File: src/rtl/poly_collect.sv
`default_nettype none
// ============================================================================
// Module      : poly_collect
// Description : Packs sampled coefficients into a pair-wide storage array and
//               serves registered reads once a full polynomial has been seen.
//               Optional range check: define POLY_COLLECT_RANGE_CHK_EN.
// Revision    : 1.0 - initial release
// ============================================================================
module poly_collect #(
    parameter  int N_COEF = 256,
    parameter  int Q      = 3329,
    localparam int AW     = (N_COEF > 2) ? $clog2(N_COEF / 2) : 1,
    localparam int CW     = $clog2(N_COEF) + 1
) (
    input  logic          i_clk,
    input  logic          i_rst,
    input  logic          i_start,
    input  logic [11:0]   i_first,
    input  logic [11:0]   i_second,
    input  logic          i_first_en,
    input  logic          i_second_en,
    input  logic          i_done,
    input  logic          i_rd_en,
    input  logic [AW-1:0] i_rd_addr,
    output logic [23:0]   o_rd_data,
    output logic          o_rd_valid,
    output logic [CW-1:0] o_cnt,
    output logic          o_full,
    output logic          o_err
);

    localparam logic [1:0]    S_IDLE    = 2'd0;
    localparam logic [1:0]    S_COLLECT = 2'd1;
    localparam logic [1:0]    S_FULL    = 2'd2;
    localparam logic [CW-1:0] C_N       = CW'(N_COEF);

    logic [1:0]    r_state;
    logic [1:0]    w_next;
    logic [CW-1:0] r_cnt;
    logic [11:0]   r_pend;
    logic          r_err;
    logic [23:0]   r_rd_data;
    logic          r_rd_valid;
    logic [23:0]   r_mem [N_COEF/2];

    logic          w_first_bad;
    logic          w_second_bad;
    logic          w_first_ok;
    logic          w_second_ok;
    logic          w_active;
    logic [1:0]    w_navail;
    logic [1:0]    w_nacc;
    logic [11:0]   w_c0;
    logic          w_we;
    logic [23:0]   w_wdata;

`ifdef POLY_COLLECT_RANGE_CHK_EN
    localparam logic [31:0] C_Q = Q;
    assign w_first_bad  = i_first_en  && ({20'd0, i_first}  >= C_Q);
    assign w_second_bad = i_second_en && ({20'd0, i_second} >= C_Q);
`else
    assign w_first_bad  = 1'b0;
    assign w_second_bad = 1'b0;
`endif

    assign w_first_ok  = i_first_en  && !w_first_bad;
    assign w_second_ok = i_second_en && !w_second_bad;
    assign w_active    = (r_state == S_COLLECT) && !i_start && (r_cnt != C_N);
    assign w_navail    = {1'b0, w_first_ok} + {1'b0, w_second_ok};
    // With one slot left, the second of a pair has nowhere to go.
    assign w_nacc      = (w_navail == 2'd2 && r_cnt == C_N - 1'b1) ? 2'd1 : w_navail;
    assign w_c0        = w_first_ok ? i_first : i_second;
    assign w_we        = w_active && (r_cnt[0] ? (w_nacc != 2'd0) : (w_nacc == 2'd2));
    assign w_wdata     = r_cnt[0] ? {w_c0, r_pend} : {i_second, w_c0};

    // State register
    always_ff @(posedge i_clk) begin
        if (i_rst) r_state <= S_IDLE;
        else       r_state <= w_next;
    end

    // Next-state logic
    always_comb begin
        w_next = r_state;
        case (r_state)
            S_IDLE:    if (i_start) w_next = S_COLLECT;
            S_COLLECT: if (i_start) w_next = S_COLLECT;
                       else if (r_cnt == C_N) w_next = S_FULL;
            S_FULL:    if (i_start) w_next = S_COLLECT;
            default:   w_next = S_IDLE;
        endcase
    end

    // Output logic
    always_comb begin
        o_full = (r_state == S_FULL);
    end

    always_ff @(posedge i_clk) begin
        if (i_rst) begin
            r_cnt  <= '0;
            r_pend <= '0;
            r_err  <= 1'b0;
        end else if (i_start) begin
            r_cnt  <= '0;
            r_pend <= '0;
            r_err  <= 1'b0;
        end else if (r_state == S_COLLECT) begin
            if ((i_done && r_cnt < C_N) || (w_active && (w_first_bad || w_second_bad)))
                r_err <= 1'b1;
            if (w_active) begin
                r_cnt <= r_cnt + {{(CW-2){1'b0}}, w_nacc};
                if (!r_cnt[0] && w_nacc == 2'd1)
                    r_pend <= w_c0;
                else if (r_cnt[0] && w_nacc == 2'd2)
                    r_pend <= i_second;
            end
        end
    end

    // Storage is deliberately left out of reset.
    always_ff @(posedge i_clk) begin
        if (w_we) r_mem[r_cnt[AW:1]] <= w_wdata;
    end

    always_ff @(posedge i_clk) begin
        if (i_rst || !(r_state == S_FULL && i_rd_en)) begin
            r_rd_valid <= 1'b0;
            r_rd_data  <= '0;
        end else begin
            r_rd_valid <= 1'b1;
            r_rd_data  <= r_mem[i_rd_addr];
        end
    end

    assign o_cnt      = r_cnt;
    assign o_err      = r_err;
    assign o_rd_data  = r_rd_data;
    assign o_rd_valid = r_rd_valid;

endmodule
`default_nettype wire

File: config.mk
export PLATFORM = sky130hd
export DESIGN_NAME = poly_collect
export DESIGN_NICKNAME = d
export VERILOG_FILES = /design/src/rtl/poly_collect.sv
export SDC_FILE = /design/constraint.sdc
export NUM_CORES = 2
export LEC_CHECK = 0
export CAP_MARGIN = 30
export CELL_PAD_IN_SITES_DETAIL_PLACEMENT = 0
export CELL_PAD_IN_SITES_GLOBAL_PLACEMENT = 1
export CORE_MARGIN = 2
export CORE_UTILIZATION = 39
export DETAILED_ROUTE_END_ITERATION = 10
export DONT_BUFFER_PORTS = 1
export PLACE_DENSITY_LB_ADDON = 0.2
export SLEW_MARGIN = 20
export SYNTH_ARGS = -nofsm -noshare
export SYNTH_HDL_FRONTEND = slang
export SYNTH_SLANG_ARGS = --single-unit
File: constraint.sdc
create_clock -name i_clk -period 13.3 [get_ports i_clk]
set_clock_uncertainty 0.05 [all_clocks]
set_input_delay 3.325 -clock i_clk [delete_from_list [all_inputs] [get_ports i_clk]]
set_output_delay 3.325 -clock i_clk [all_outputs]
set_load 0.05 [all_outputs]
==> impl_table.tex <==
\begin{tabular}{lr}
\hline
Metric & Value \\
\hline
\multicolumn{2}{l}{\textbf{Global routing}} \\
Initial antenna violation count & 36 \\
Remaining Overflow, GRT & 0 \\
Maximum number of pins on one net before global-route repair & 518 \\
Via count of the first global-routing pass & 57.6k \\
Global-route total usage across every layer & 0.214 \\
Wire length of the first global-routing pass & 465,000 um \\
\multicolumn{2}{l}{\textbf{Die}} \\
Starting utilization of the core area & 0.392 \\
Die Height & 556 um \\
Core region area & 303,000 um2 \\
Total Die Area & 310,000 um2 \\
Chip width & 556 um \\
Number of core rows & 202 \\
Boundary pin count & 74 \\
\multicolumn{2}{l}{\textbf{Synth}} \\
Total of warnings raised by yosys & 0 \\
Number of different library cells in the post-synthesis netlist & 46 \\
Cell Area, Synth & 119,000 um2 \\
Synthesized Nets & 5,591 \\
Synthesized area divided by synthesized cell count & 21.4 um2 \\
Largest area contributor in the netlist & sky130\_fd\_sc\_hd\_\_edfxtp\_1 \\
Share of the yosys chip area belonging to registers & 0.784 \\
Largest cells by area after synthesis & sky130\_fd\_sc\_hd\_\_edfxtp\_1, sky130\_fd\_sc\_hd\_\_mux4\_2, sky130\_fd\_sc\_hd\_\_mux2i\_1 \\
Count of flip-flops with a built-in enable after synthesis & 3,072 \\
Primary FF master, synth & sky130\_fd\_sc\_hd\_\_edfxtp\_1 \\
Post-Syn Instances & 5,550 \\
Share of flip-flops with an asynchronous set or reset & 0 \\
Yosys reg bits & 3,121 \\
Area share of the largest cell type after synthesis & 0.775 \\
\multicolumn{2}{l}{\textbf{STA}} \\
Relative slew margins & 0.157 \\
Total setup violations reported at the end of the flow & 0 \\
Ratio of final minimum period to clock period & 0.619 \\
Max Clk Rate & 122 MHz \\
Unrepaired setup endpoints after global routing & no \\
Fin. Hold Viols & 0 \\
Total negative slack & 0 ps \\
Min Clock Period, post-route & 8230 ps \\
Transition time of the tightest slew-check pin & 1270 ps \\
Final count of pins violating max slew & 0 \\
\multicolumn{2}{l}{\textbf{Drt}} \\
Via count & 58.0k \\
Detailed Routing Iterations Pass 1 & 5 \\
Number of DRC violations after detailed-routing iteration 0 & 6,944 \\
\# DRC & 0 \\
Via-per-instance ratio & 5.77 \\
Final routed wire length divided by cell count & 33.3 um \\
Post-route ant nets & 0 \\
Aggregate routed wire length & 335,000 um \\
\multicolumn{2}{l}{\textbf{Pwr}} \\
Cell area power density & 152 nW/um2 \\
Leakage dissipation & 43.0 nW \\
Worst vdd rail ir drop & 0.110 mV \\
\multicolumn{2}{l}{\textbf{Placement}} \\
Final GP Congestion & 0.813 \\
Count of port buffers added during placement & 0 \\
HPWL reported at the end of detailed placement & 189,000 um \\
\multicolumn{2}{l}{\textbf{Outcome}} \\
Status & finished, final reports clean \\
\multicolumn{2}{l}{\textbf{Finish}} \\
Final cell utilization of the core & 0.448 \\
Area of the multi-input gates & 24,900 um2 \\
Fill count & 25.6k \\
Fin nets & 5,844 \\
Fraction of layout instances using a drive strength above 1 & 0.246 \\
Layout Area Growth over Synthesis & 14.2\% \\
FF+latch area & 93,200 um2 \\
\multicolumn{2}{l}{\textbf{Setup path}} \\
Kind of end point of the critical path & flop \\
Arrival time of data at the critical path endpoint & 8980 ps \\
Worst setup path category & input pin to flop \\
Critical-path maximum fanout & 120 \\
Worst Path Required & 14,050 ps \\
Element type at the critical path start & input pin \\
\multicolumn{2}{l}{\textbf{Clocking}} \\
Cell chosen for the clock root & sky130\_fd\_sc\_hd\_\_clkbuf\_16 \\
Clk Latency, worst-skew pair & 920 ps \\
Total clock sinks & 3,121 \\
Post-CTS repair timing setup buffer count & 0 \\
Hold Buf Count CTS & 0 \\
Deepest clock path buffer count & 4 \\
Clock tree from TritonCTS & done \\
H-tree depth reported by CTS & 5 \\
Resized cells post-CTS & 0 \\
Clock-pin transition on the worst setup and hold timing paths & 60 ps \\
TritonCTS buffer count & 329 \\
\multicolumn{2}{l}{\textbf{Run}} \\
Reported max-cap violation count & 0 \\
\multicolumn{2}{l}{\textbf{Hold path}} \\
Worst min-delay path category & flop to flop \\
\hline
\end{tabular}
==> synthesized netlist by cell type (all sizes together) (22+ instances only) <==
cell type	count
a211oi	32
nand3	57
mux2	35
a22oi	294
buf	138
mux2i	415
o21ai	70
clkbuf	186
edfxtp	3072
a21oi	69
a221oi	36
nor2	162
mux4	583
and3	65
nand4	51
dfxtp	49
a32oi	22
nand2	72
==> cell type report <==
class,instances,area share
inverter,5,0.000147
timing repair buffer,246,0.0170
sequential,3121,0.686
multi-input combinational,2100,0.183
clock inverter,176,0.0123
clock buffer,413,0.0641
tap,3978,0.0366
antenna,25,0.000460
==> flip-flops by register name (all words and copies together) (netlist names) <==
name	count
o_rd_data	24
r_state	2
o_rd_valid	1
r_pend	12
o_err	1
o_cnt	9
r_mem	3072
==> logic make-up after synthesis <==
family / after synthesis / share of synthesized area
flops: 3121 / 0.784
mux: 1033 / 0.149
compound gates: 575 / 0.0340
simple gates: 481 / 0.0202
buf+inv: 329 / 0.0128
xor+xnor: 8 / 0.000589
fa+ha+maj: 3 / 0.000316
==> report_power, final <==
part	total, mW	internal (mW)	switching, mW
registers	10.9	10.9	0.00135
clock network	8.91	5.09	3.82
logic	0.861	0.272	0.589
==> per-stage QoR <==
stage               instance area [um2]  hold WS [ps]  power (mW)  setup slack [ps]  instances
finish                           136000           431        20.6              5070      10064
detailed placement               125000           426        11.9              6100       9436
CTS                              135000           430        20.8              7060      10025
global route                     136000           468        21.2              4740      10055
floorplan                        119000           390        11.6              2920       5550
global placement                 125000           408        11.9              6030       9422
==> layer usage <==
metal / GRT usage / up-vias / part of all wire
li1: - / 23960 / -
met1: 0.314 / 31591 / 0.44
met2: 0.329 / 2056 / 0.46
met3: 0.0352 / 406 / 0.070
met4: 0.0625 / 8 / 0.028
met5: 0 / - / 0.00014
==> critical path, cell delays in order <==
cell	delay, ps
sky130_fd_sc_hd__buf_16	490
sky130_fd_sc_hd__buf_16	560
sky130_fd_sc_hd__buf_16	600
sky130_fd_sc_hd__buf_16	600
sky130_fd_sc_hd__mux4_2	590
sky130_fd_sc_hd__a22oi_1	440
sky130_fd_sc_hd__nand4_1	610
sky130_fd_sc_hd__or4_1	800
sky130_fd_sc_hd__o31a_1	330
==> layout by cell type (no fill, tap or decap), drive strengths merged, types with 69 or more instances in the layout <==
cell type  synthesis  final
mux4             583    583
nor2             162    162
a21oi             69     69
nand2             72     72
a22oi            294    294
o21ai             70     70
buf              138    246
clkinv             2    138
edfxtp          3072   3072
clkbuf           186    413
mux2i            415    415
==> final timing paths <==
kind,slack (ps),end,startpoint,cells past startpoint
worst max-delay path,5070,o_rd_data[16],i_rd_addr[0],9
worst min-delay path,430,r_state[0],r_state[1],1
worst max register to register,9340,r_mem[102][3],o_cnt[3],9
worst min register to register,430,r_state[0],r_state[1],1
Note: power is estimated with default switching activity, not from simulation.
